===== src/rtl/tc_rate_meter_pkg.sv =====
// Shared state encodings and default widths for the tc rate meter.
// Latency: n/a (declarations only).
// Backpressure: n/a.
package tc_rate_meter_pkg;

    localparam int WIN_W_DEF = 16;
    localparam int CNT_W_DEF = 8;
    localparam int D_W_DEF   = 4;

    typedef enum logic [1:0] {
        ST_IDLE = 2'd0,
        ST_MEAS = 2'd1,
        ST_HOLD = 2'd2
    } state_t;

endpackage


===== src/rtl/tc_rate_meter_edge_detect_rise.sv =====
// Registered rising-edge detector: rise = din & ~din delayed one cycle.
// Latency: combinational from din against the previous cycle's sample.
// Backpressure: none.
module edge_detect_rise (
    input  logic clk,
    input  logic rst,
    input  logic din,
    output logic rise
);

    logic din_q;

    always_ff @(posedge clk or posedge rst) begin
        if (rst) din_q <= 1'b0;
        else     din_q <= din;
    end

    assign rise = din & ~din_q;

endmodule


===== src/rtl/tc_rate_meter.sv =====
// Counts tc rising edges over a programmed window and reports rate + d snapshot.
// Latency: start sampled at edge T, result valid after edge T+window.
// Backpressure: result held in HOLD until ready; start ignored outside IDLE.
module tc_rate_meter
    import tc_rate_meter_pkg::*;
#(
    parameter int WIN_W = WIN_W_DEF,
    parameter int CNT_W = CNT_W_DEF,
    parameter int D_W   = D_W_DEF
) (
    input  logic             clk,
    input  logic             rst,
    input  logic             start,
    input  logic [WIN_W-1:0] window,
    input  logic             tc,
    input  logic [D_W-1:0]   d,
    input  logic             ready,
    output logic             busy,
    output logic             valid,
    output logic [CNT_W-1:0] rate,
    output logic [D_W-1:0]   d_snap,
    output logic             ovf
);

    localparam logic [CNT_W-1:0] CNT_MAX = '1;

    state_t           state, state_nxt;
    logic [WIN_W-1:0] timer;
    logic [CNT_W-1:0] acc, acc_nxt;
    logic             acc_sat;
    logic             tc_rise;
    logic             last;
    logic             go;

    edge_detect_rise u_edge (
        .clk  (clk),
        .rst  (rst),
        .din  (tc),
        .rise (tc_rise)
    );

    assign go   = start && (window != '0);
    assign last = (timer == WIN_W'(1));

    // An edge arriving while the accumulator is full is the one that overflows.
    always_comb begin
        acc_sat = (acc == CNT_MAX) && tc_rise;
        acc_nxt = acc_sat ? acc : acc + CNT_W'(tc_rise);
    end

    always_ff @(posedge clk or posedge rst) begin
        if (rst) state <= ST_IDLE;
        else     state <= state_nxt;
    end

    always_comb begin
        state_nxt = state;
        case (state)
            ST_IDLE: if (go)    state_nxt = ST_MEAS;
            ST_MEAS: if (last)  state_nxt = ST_HOLD;
            ST_HOLD: if (ready) state_nxt = ST_IDLE;
            default:            state_nxt = ST_IDLE;
        endcase
    end

    always_ff @(posedge clk or posedge rst) begin
        if (rst) begin
            timer  <= '0;
            acc    <= '0;
            rate   <= '0;
            d_snap <= '0;
            ovf    <= 1'b0;
        end else begin
            case (state)
                ST_IDLE: begin
                    if (go) begin
                        timer <= window;
                        acc   <= '0;
                        ovf   <= 1'b0;
                    end
                end
                ST_MEAS: begin
                    timer <= timer - WIN_W'(1);
                    acc   <= acc_nxt;
                    if (acc_sat) ovf <= 1'b1;
                    if (last) begin
                        rate   <= acc_nxt;
                        d_snap <= d;
                    end
                end
                default: ;
            endcase
        end
    end

    assign busy  = (state == ST_MEAS);
    assign valid = (state == ST_HOLD);

endmodule


===== config.mk =====
export PLATFORM = sky130hd
export DESIGN_NAME = tc_rate_meter
export DESIGN_NICKNAME = d
export VERILOG_FILES = /design/src/rtl/tc_rate_meter_pkg.sv /design/src/rtl/tc_rate_meter_edge_detect_rise.sv /design/src/rtl/tc_rate_meter.sv
export SDC_FILE = /design/constraint.sdc
export NUM_CORES = 1
export LEC_CHECK = 0
export CORE_ASPECT_RATIO = 0.75
export CORE_MARGIN = 4
export CORE_UTILIZATION = 45
export CTS_CLUSTER_SIZE = 12
export DETAILED_ROUTE_END_ITERATION = 7
export GPL_ROUTABILITY_DRIVEN = 1
export PLACE_DENSITY_LB_ADDON = 0.08
export SKIP_LAST_GASP = 1
export SLEW_MARGIN = 20
export SYNTH_ARGS = -nofsm -noshare
export SYNTH_HDL_FRONTEND = slang
export SYNTH_HIERARCHICAL = 1
export SYNTH_SLANG_ARGS = --single-unit

===== constraint.sdc =====
create_clock -name clk -period 2.6 [get_ports clk]
set_input_delay 0.52 -clock clk [delete_from_list [all_inputs] [get_ports clk]]
set_output_delay 0.52 -clock clk [all_outputs]
set_load 0.005 [all_outputs]

==> impl_metrics.tcl <==
set metrics [dict create \
    ant_nets 0 \
    gp_congestion 0.841 \
    wl_per_cell_um 16.8 \
    portBuffers 39 \
    fin_worst_hold_slack_ps 382 \
    synth_area_leaders "dfrtp_1, mux2i_1, o21ai_0" \
    hp-class "input pin to async pin" \
    antenna_found_initial 0 \
    yosysMostFrequentCell "dfrtp_1" \
    cts_tree "yes" \
    cpLargestDelayFamily "simple AND/OR/NAND/NOR gates" \
    drc 0 \
    seqPwrFrac_pct 47.3 \
    ys_seq_area_share_pct 43.2 \
    critical_path.cell_chain "or4_1 > or4_4 > buf_4 > a2111oi_1 > buf_4 > a21oi_1" \
    endpoint_kind "register" \
    min_period_over_period_pct 97.1 \
    grt_overflow 0 \
    drt_first_pass_iters 4 \
    swShare_pct 33.6 \
    slew_viol_final 0 \
    synthTopCellsByCount "dfrtp_1, nor2_1, o21ai_0" \
    syn-cell-area_um2 2320 \
    fmax_mhz 396 \
    clockPowerShare_pct 25.8 \
    track_usage_pct 20.4 \
    ys.flop_type "dfrtp_1" \
    fin_worst_skew_ps 4.13 \
    synth_cell_type_count 53 \
    cp.required_ps 2770 \
    yosys_warnings 6 \
    dieArea_um2 6370 \
    maxCapViolations 0 \
    hold_viol 0 \
    tightestPinTransition_ps 570 \
    drt-total-wl_um 6170 \
    async_reset_ff_share_pct 100 \
    first_iter_violations 209 \
    slew_headroom_pct 62.0 \
    start_kind "register" \
    ios 40 \
    p_comb_share_pct 26.9 \
    netlist.area_leader.share_pct 43.2 \
    die_x_um 90.9 \
    setup_viol 0 \
    dp_hpwl_um 4580 \
    arrival_ps 2690 \
    peakVddDrop_v 0.000326 \
    num_vias 2128 \
    postCtsSetupRepairBufs 0 \
    status "completed" \
    routed_via_density 5.78 \
    syn_to_final_growth_pct 31.9 \
    power_switching_uw 674 \
    cpMostUsedCell "buf_4" \
    rows 22 \
    clkLatencyLatePin_ps 300 \
    crit_slowest_cell "or4_1" \
    cts_sinks 40 \
    cts_made_buffers 5 \
    fin_nets 336 \
    diodes 0 \
    period_needed_ps 2520 \
    grt_max_degree 40 \
    synth-edff-count 0 \
    power.total_mw 2.01 \
    clockBufferDepth 2 \
    core_um2 4930 \
    yosys_register_bits 40 \
    r2r_start "timer[2]" \
    synth_area_per_cell_um2 9.46 \
    slowest_delay_ps 600 \
    drive_gt1_share_pct 17.9 \
    postSynthCellCount 245 \
    synth_fp_nets 274 \
    grt_pass1_vias 2049 \
    critPathKind "register to register" \
    worst-path-buf-inv 2 \
    p_leak_nw 1.24 \
    root_buffer "clkbuf_8" \
    power_density_nw_per_um2 657 \
    place_ws_ps -177 \
    internal_power_mw 1.33 \
    setup_slack_ps 75.4 \
    cts.reportedPaths.clkPinSlew_ps 80 \
    nFillCells 435 \
    path_max_fanout 8 \
    htreeDepth 2 \
    dieHeight_um 70.1 \
    start_util_pct 47.0 \
    grt_pass1_wl_um 10400 \
    critPathLaunch "timer[2]" \
    rsz0062_at_grt "no" \
    synth_top_area_cell "dfrtp_1" \
]
## sequential cells by signal, summed over array words and instances, names as in the netlist
signal	count
timer	16
acc	8
rate	8
d_snap	4
state	2
ovf	1
u_edge/din_q	1
## cells by family (layout without fill, tap and decap cells)
family | count (synthesis) | after routing | synth area share (%)
multiplexers | 16 | 16 | 7.61
flip-flops | 40 | 40 | 43.2
buffers and inverters | 30 | 93 | 5.89
XOR/XNOR | 4 | 4 | 1.51
AND/OR/NAND/NOR | 91 | 91 | 21.9
adder cells (fa/ha/maj) | 4 | 4 | 2.16
AO/OA/AOI/OAI | 60 | 60 | 17.8
## placed cells by master, fill, tap and decap left out, types with 9 or more instances in the layout
| master | synthesis | layout |
|---|---|---|
| buf_4 | 0 | 33 |
| nand3_1 | 9 | 9 |
| mux2i_1 | 9 | 9 |
| nor2_1 | 20 | 20 |
| o21ai_0 | 18 | 18 |
| a21oi_1 | 9 | 9 |
| clkdlybuf4s50_1 | 0 | 39 |
| dfrtp_1 | 40 | 40 |
| nor3_1 | 12 | 12 |
| inv_1 | 13 | 13 |
## through the flow
| stage | util, % | instance area, um2 | cells | TNS (ps) |
|---|---|---|---|---|
| floorplan | - | 2320 | 245 | 0 |
| global placement | 59.7 | 2940 | 360 | -1210 |
| detailed placement | 59.7 | 2940 | 360 | -2070 |
| CTS | 62.0 | 3060 | 368 | 0 |
| global route | 62.0 | 3060 | 368 | 0 |
| finish | 62.0 | 3060 | 368 | 0 |
## power by group through the flow
stage	Clock, mW	Combinational (mW)	Sequential (mW)
6_report	0.518	0.539	0.949
5_1_grt	0.557	0.614	0.975
4_1_cts	0.528	0.540	0.943
3_5_place_dp	0	0.540	0.953
3_3_place_gp	0	0.519	0.952
2_1_floorplan	0	0.414	0.878
## cell type report
| cell class | instances | area, um2 | area share [%] |
|---|---|---|---|
| Clock buffer | 5 | 68.8 | 2.25 |
| Clock inverter | 3 | 42.5 | 1.39 |
| Inverter | 13 | 48.8 | 1.60 |
| Multi-Input combinational cell | 175 | 1180 | 38.7 |
| Sequential cell | 40 | 1000 | 32.8 |
| Tap cell | 60 | 75.1 | 2.46 |
| Timing Repair Buffer | 72 | 638 | 20.9 |
## per-layer routing
metal | GRT usage, % | vias up | share of wire (%)
met2 | 26.7 | 52 | 40
li1 | - | 1034 | -
met5 | 0 | - | 0
met1 | 32.2 | 1030 | 52
met4 | 6.02 | 0 | 1.4
met3 | 5.38 | 12 | 6.1
## final timing paths
path / to / depth (start not counted) / slack, ps
worst max-delay path: rate[5] / 6 / 80
worst min-delay path: u_edge/din_q / 2 / 380
worst max register to register: rate[5] / 6 / 80
worst min register to register: d_snap[0] / 1 / 510
max in group asynchronous: timer[11] / 3 / 1570
min in group clk: d_snap[0] / 1 / 510
## timing repair
item | 4_1_cts | 5_1_grt
endpoints found under the hold margin | 0 | 0
setup endpoints to repair | 1 | 0
hold buffers | 0 | 0
resized for setup | 1 | 0
No activity file was read; power rests on OpenSTA's default activity.
